[config.mk]
export PLATFORM = sky130hd
export DESIGN_NAME = en_window_serializer
export DESIGN_NICKNAME = d
export VERILOG_FILES = /design/src/rtl/en_window_serializer.sv
export SDC_FILE = /design/constraint.sdc
export NUM_CORES = 1
export LEC_CHECK = 0
export CORE_MARGIN = 5
export CORE_UTILIZATION = 55
export DETAILED_ROUTE_END_ITERATION = 8
export PLACE_DENSITY_LB_ADDON = 0.25
export SYNTH_ARGS = -nofsm -noshare
export SYNTH_HDL_FRONTEND = slang
export SYNTH_SLANG_ARGS = --single-unit
export TNS_END_PERCENT = 50
[constraint.sdc]
create_clock -name clk -period 2.44 [get_ports clk]
set_input_delay 0.366 -clock clk [delete_from_list [all_inputs] [get_ports clk]]
set_output_delay 0.366 -clock clk [all_outputs]
set_load 0.01 [all_outputs]
[src/rtl/en_window_serializer.sv]
// en_window_serializer: after a start request and a programmable delay, opens
// an enable window of exactly DATA_W cycles and shifts a captured word out LSB first.
//
// Ports:
//   clk       : single clock, rising edge
//   rst       : synchronous reset, active-high
//   start     : request, sampled only when idle
//   abort     : cancels an operation in the delay or shift phase
//   data_in   : word to serialize, captured on the accepting edge
//   delay_cfg : cycles to wait before the window, captured with data_in
//   busy      : operation in flight (delay or shift phase)
//   en        : enable window to the downstream stage
//   ser_out   : serialized data, 0 whenever en is 0
//   done      : one-cycle pulse in the cycle after the last window cycle
module en_window_serializer #(
    parameter int DATA_W  = 8,
    parameter int DELAY_W = 4
) (
    input  logic               clk,
    input  logic               rst,
    input  logic               start,
    input  logic               abort,
    input  logic [DATA_W-1:0]  data_in,
    input  logic [DELAY_W-1:0] delay_cfg,
    output logic               busy,
    output logic               en,
    output logic               ser_out,
    output logic               done
);

    localparam int CNT_W = $clog2(DATA_W + 1);

    typedef enum logic [1:0] {
        S_IDLE,
        S_DELAY,
        S_SHIFT
    } state_t;

    state_t             state_q, state_d;
    logic [DATA_W-1:0]  shreg_q, shreg_d;
    logic [DELAY_W-1:0] dcnt_q, dcnt_d;
    logic [CNT_W-1:0]   bcnt_q, bcnt_d;
    logic               busy_q, busy_d;
    logic               en_q, en_d;
    logic               ser_q, ser_d;
    logic               done_q, done_d;

    // bcnt holds the number of window cycles already presented on the
    // outputs once the next edge lands; the window closes when it hits DATA_W.
    always_comb begin
        state_d = state_q;
        shreg_d = shreg_q;
        dcnt_d  = dcnt_q;
        bcnt_d  = bcnt_q;
        ser_d   = 1'b0;
        done_d  = 1'b0;

        unique case (state_q)
            S_IDLE: begin
                // abort outranks start even while idle
                if (start && !abort) begin
                    if (delay_cfg == '0) begin
                        state_d = S_SHIFT;
                        ser_d   = data_in[0];
                        shreg_d = data_in >> 1;
                        bcnt_d  = CNT_W'(1);
                        dcnt_d  = '0;
                    end else begin
                        state_d = S_DELAY;
                        shreg_d = data_in;
                        dcnt_d  = delay_cfg;
                        bcnt_d  = '0;
                    end
                end
            end

            S_DELAY: begin
                if (abort) begin
                    state_d = S_IDLE;
                    shreg_d = '0;
                    dcnt_d  = '0;
                    bcnt_d  = '0;
                end else if (dcnt_q == DELAY_W'(1)) begin
                    state_d = S_SHIFT;
                    ser_d   = shreg_q[0];
                    shreg_d = shreg_q >> 1;
                    dcnt_d  = '0;
                    bcnt_d  = CNT_W'(1);
                end else begin
                    dcnt_d  = dcnt_q - DELAY_W'(1);
                end
            end

            S_SHIFT: begin
                if (abort) begin
                    state_d = S_IDLE;
                    shreg_d = '0;
                    bcnt_d  = '0;
                end else if (bcnt_q == CNT_W'(DATA_W)) begin
                    state_d = S_IDLE;
                    shreg_d = '0;
                    bcnt_d  = '0;
                    done_d  = 1'b1;
                end else begin
                    ser_d   = shreg_q[0];
                    shreg_d = shreg_q >> 1;
                    bcnt_d  = bcnt_q + CNT_W'(1);
                end
            end

            default: begin
                state_d = S_IDLE;
                shreg_d = '0;
                dcnt_d  = '0;
                bcnt_d  = '0;
            end
        endcase

        // outputs are registered views of the next state
        busy_d = (state_d != S_IDLE);
        en_d   = (state_d == S_SHIFT);
    end

    always_ff @(posedge clk) begin
        if (rst) begin
            state_q <= S_IDLE;
            shreg_q <= '0;
            dcnt_q  <= '0;
            bcnt_q  <= '0;
            busy_q  <= 1'b0;
            en_q    <= 1'b0;
            ser_q   <= 1'b0;
            done_q  <= 1'b0;
        end else begin
            state_q <= state_d;
            shreg_q <= shreg_d;
            dcnt_q  <= dcnt_d;
            bcnt_q  <= bcnt_d;
            busy_q  <= busy_d;
            en_q    <= en_d;
            ser_q   <= ser_d;
            done_q  <= done_d;
        end
    end

    assign busy    = busy_q;
    assign en      = en_q;
    assign ser_out = ser_q;
    assign done    = done_q;

endmodule
==> run metrics <==
slowest stage delay, CP 0.64 ns; worst-path maximum fanout 14; die height 59.71 µm; post-synth top area share 32.41%; maximum clock insertion buffer count 2; fill count 214; vias 1290; period utilization 78.95%; clock root buffer clkbuf_4; register bit count reported by yosys 22; area delta synth->final 18.97%; worst skew pair latency 0.31 ns; placed inst area 1594 µm²; hold bufs inserted after CTS 0; PortBufs 19; post_cts resized 0; Required @ worst endpoint 2.70 ns; Tot GR Track Use 20.36%; antenna viol nets, final 0; H-tree Lvls 1; Post-synth ARST share 0%; largest net degree at the start of global routing 22; ranking of synthesized cells by area dfxtp_1, nand3_1, nor4bb_1; DR vias/cell 6.293; Cell Pwr Density 444.6 nW/µm²; slew margin rel. 54.62%; Top FF cell, synth dfxtp_1; Final Slew Violations 0; Sequential Power Share 55.4%; CTS Buf Count 3; status finished, final reports clean; hold-critical path depth 2; WL final 3309 µm; RSZ-0062 raised after global routing false; WP data arrival 2.19 ns; core area 2410 µm²; Comb pwr share 21.6%; CTS sink count 22; P_int 0.5175 mW; Distinct cells, synth 43; Final Setup Violations 0; FMAX 0.5191 GHz; Final nets 197; post-synthesis sequential area ratio 32.41%; Final Wtd Congestion 0.8174; Hold Path Class reg -> reg; Detailed Routing Iterations Pass 1 6; Site Rows 18; Fin. Hold Viols 0; Overall Power 0.7188 mW; Die Wd 59.71 µm; Crit-path slowest cell dfxtp_1; Leak Pwr 0.6068 nW; Reg clk slew, reported paths 0.12 ns; Syn Area/Cell 8.710 µm²; first-pass GRT wire length 5582 µm; flip-flop and latch area 440.4 µm²; GRT overflow 0; VDD IR-drop max 0.4186 mV; Post-CTS Setup Inserts 0; crit path cell chain or3b_1 -> o22ai_2 -> nor2b_1 -> buf_4 -> a21o_1; CP startpoint kind flip-flop; Syn Inst Count 156; area of the multi-input gates 847.1 µm²; design area 1617 µm²; DRC violations left 0; Worst Tran Pin Value 0.6798 ns; hold_ws 0.4883 ns; post-synthesis instance area 1359 µm²; Clock Power Share 23.0%; die footprint 3565 µm²; antenna diode count 0; Setup TNS Final 0 ns; EDFF count, synth 0; hpwl dp 2436 µm; Initial Util 56.39%; CP endpoint kind flip-flop; initial antenna violation count 0; DR WL/cell 16.14 µm; kind of critical path reg -> reg; I/O pin count 20; vias in the first global route 1298; cell taking the most area after synthesis dfxtp_1; CTS tree built; Max-cap violations 0; skew final 0.006166 ns; Worst Reg-to-Reg Cells 5; Iter 0 DRT Violations 66; syn nets 176; minimum clock period 1.926 ns; yosys warns 0; P_sw 0.2012 mW; proportion of layout cells with a drive suffix above 1 12.00%; Sw Share 28.00%
[synthesized netlist by cell type (all sizes together) (2+ instances only)]
library cell  number
a211oi             2
a21o               8
a21oi              6
a22oi              8
a31oi              8
buf                8
clkbuf             3
dfxtp             22
ha                 4
inv                5
mux2i              3
nand2              5
nand2b             4
nand3             18
nand3b             3
nor2               6
nor2b              6
nor3               3
nor3b              3
nor4bb             7
o21ai              3
o22a               2
o22ai              3
or3                3
xnor2              2
[cell type report]
class                   instances  share of cell area (%)
flip-flops and latches         22                   27.24
multi-input cells             118                   52.40
well taps                      30                   2.322
clock buffers                   3                   1.393
repair buffers                 27                   15.48
inverters                       5                   1.161
[cell usage in the layout, fill, tap and decap left out, types with 6 or more instances in the layout]
master,netlist,layout
nor4bb_1,7,7
clkdlybuf4s50_1,0,19
a21oi_1,6,6
a22oi_1,8,8
a31oi_1,8,8
nor2b_1,6,6
dfxtp_1,22,22
nor2_1,6,6
nand3_1,18,18
buf_4,1,8
a21o_1,8,8
[logic make-up after synthesis]
kind of cell	share of synthesized area [%]
muxes	2.210
adders and majority gates	3.683
xor gates and xnor gates	1.289
and+or+nand+nor	30.02
DFF	32.41
buffers and inverters	5.249
AOI/OAI and AO/OA	25.14
[registers in the layout (all words and copies together), names as in the netlist]
signal / flops
bcnt_q: 4
ser_out: 1
shreg_q: 8
dcnt_q: 4
state_q: 2
busy: 1
en: 1
done: 1
[power by group through the flow]
stage,logic [mW],clock network (mW),registers (mW)
6_report,0.155,0.165,0.398
5_1_grt,0.170,0.185,0.402
4_1_cts,0.156,0.170,0.397
3_5_place_dp,0.155,0,0.406
3_3_place_gp,0.150,0,0.404
2_1_floorplan,0.100,0,0.399
[routing by layer]
metal	routed length, µm	GRT usage [%]	share of wire (%)
met5	0	0	0
met4	49	12.03	1.5
met3	187	3.456	5.7
met2	1666	33.80	50
met1	1405	24.37	42
[worst max-delay path: cells and delay by family (launching register included)]
family / cells / cell delay (ns)
and+or+nand+nor: 2 / 0.66
DFF: 1 / 0.64
AOI/OAI and AO/OA: 2 / 0.38
buffers and inverters: 1 / 0.18
[worst paths after layout]
check / from / end / slack (ns)
worst max-delay path: state_q[0]$_SDFF_PP0_ / shreg_q[6]$_SDFFE_PP0P_ / 0.51
worst min register to register: shreg_q[7]$_SDFFE_PP0P_ / shreg_q[7]$_SDFFE_PP0P_ / 0.49
worst min-delay path: shreg_q[7]$_SDFFE_PP0P_ / shreg_q[7]$_SDFFE_PP0P_ / 0.49
worst max register to register: state_q[0]$_SDFF_PP0_ / shreg_q[6]$_SDFFE_PP0P_ / 0.51
[per-stage QoR]
stage / setup slack (ns) / utilization, % / instances
after global routing: 0.2558 / 67.08 / 205
final: 0.5136 / 67.08 / 205
after CTS: 0.4941 / 67.08 / 205
after floorplan: 0.8538 / - / 156
after detailed placement: 0.2537 / 66.15 / 202
after global placement: 0.2985 / 66.15 / 202
Power figures use the tool's default switching activity.
==> variant: new RTL, config.mk and constraints unchanged <==
`DELAY_W`: 4 -> 6.
--- a/src/rtl/en_window_serializer.sv
+++ b/src/rtl/en_window_serializer.sv
@@ -16,3 +16,3 @@
     parameter int DATA_W  = 8,
-    parameter int DELAY_W = 4
+    parameter int DELAY_W = 6
 ) (
Ports: changed (resized delay_cfg); port bits go from 20 to 22. No check against the original RTL was run, so the function may have changed too.
==> variant against the original RTL <==
- setup slack lost 0.047 ns
- synthesized area shrank 2.0%
- cell area shrank 0.54%
- power grew 12%
- final cell count grew 0.98%
- clock skew shrank 0.0037 ns
- via count shrank 3.7%
- clock power grew 30%
- synthesized cell count is the same
- first-iteration DRC count shrank 59%
- wire length shrank 11%
- core utilization grew 4.2 points
- combinational power grew 4%
- sequential cell count grew 2
- largest power group unchanged
- highest routed layer unchanged
==> variant: results (changes against the original RTL) <==
| Metric | Value |
|---|---|
| Status | `finished clean` |
| Critical path's slowest cell | `nor2_1` |
| DR DRC count | `0 (unchanged)` |
| Placed insts | `203 (+0.50%)` |
| Total Nets Final | `202 (+2.5%)` |
| DR pass1 iterations | `4 (-2)` |
| Crit path largest cell delay | `0.80 ns (+0.16 ns)` |
| R2r setup slk | `0.47 ns (-0.05 ns)` |
| R2R cell count | `5 (unchanged)` |
| Post-synth cell types | `46 (+7.0%)` |
| VDD IR max | `309 uV (-26%)` |
| Largest net degree at the start of global routing | `17 (-23%)` |
| Post-synth top cells | `dfxtp_1, nand2_1, nor2_1, a22oi_1` |
| Least-Margin Pin Slew | `0.932 ns (+0.252 ns)` |
| DP Area | `0.00157 mm2 (-1.4%)` |
| Share of cells above drive strength 1 | `0.140 (+0.0197)` |
| DP HPWL | `2280 um (-6.3%)` |
| WHS | `0.467 ns (-0.0210 ns)` |
| Initial DRC Count | `27 (-59%)` |
| Top Registers | `shreg_q x8, dcnt_q x6, bcnt_q x4` |
| First-pass GRT wire length | `5200 um (-6.8%)` |
| Gp weighted congestion | `0.796 (-2.6%)` |
| Max Clock Skew | `0.00250 ns (-0.00366 ns)` |
| GR Util All Layers | `0.189 (-0.0148)` |
| Pleak | `0.591 nW (-2.6%)` |
| Filler cells | `196 (-8.4%)` |
| Synth top area cells | `dfxtp_1, mux2_2, nand2_1` |
| Post-synth net total | `178 (+1.1%)` |
| Register area share after synthesis | `0.361 (+0.0368)` |
| Number of port buffers | `21 (+2)` |
variant: kinds of logic after synthesis:
kind of cell	count (synthesis)	synth area share
compound gates	45	0.223
xor+xnor	3	0.0197
fa+ha+maj	4	0.0376
buf+inv	8	0.0263
flops	24	0.361
mux	9	0.0743
simple gates	63	0.258
variant: how the worst min path moves through the flow:
stage | end | cells after the start | startpoint
CTS | shreg_q[1] | 2 | shreg_q[1]
floorplan | shreg_q[0] | 2 | shreg_q[0]
finish | shreg_q[3] | 2 | shreg_q[3]
detailed placement | shreg_q[1] | 2 | shreg_q[1]
global route | shreg_q[2] | 2 | shreg_q[2]
global placement | shreg_q[4] | 2 | shreg_q[4]
variant: area by class of cell:
| cell class | instances | area [um2] | area share |
|---|---|---|---|
| Tap cell | 28 | 35.0 | 0.0218 |
| Inverter | 4 | 15.0 | 0.00934 |
| Clock buffer | 4 | 36.3 | 0.0226 |
| Multi-Input combinational cell | 124 | 816 | 0.507 |
| Sequential cell | 24 | 480 | 0.299 |
| Timing Repair Buffer | 23 | 225 | 0.140 |
variant: power by group:
group / total [mW] / internal, mW / leakage, nW / switching [mW]
logic: 0.161 / 0.0836 / 0.375 / 0.0778
registers: 0.431 / 0.411 / 0.196 / 0.0195
clock network: 0.215 / 0.0914 / 0.0210 / 0.123
total: 0.807 / 0.586 / 0.591 / 0.221
variant: layer usage:
layer,vias to the layer above,global-route usage,part of all wire
met5,-,0,0
met4,0,0.0712,0.020
met3,7,0.0283,0.046
met2,34,0.329,0.50
met1,589,0.231,0.44
li1,612,-,-
variant: tightest hold or removal path, cell delays in order (launching register included):
cell and delay, ns:
dfxtp_1 0.34, nand2_1 0.05, o21ai_1 0.05
variant: through the flow:
stage          power, mW  setup WS (ns)
3_3_place_gp       0.594          0.398
4_1_cts            0.808          0.498
6_report           0.807          0.467
5_1_grt            0.849          0.297
3_5_place_dp       0.601          0.347
2_1_floorplan      0.538          0.997
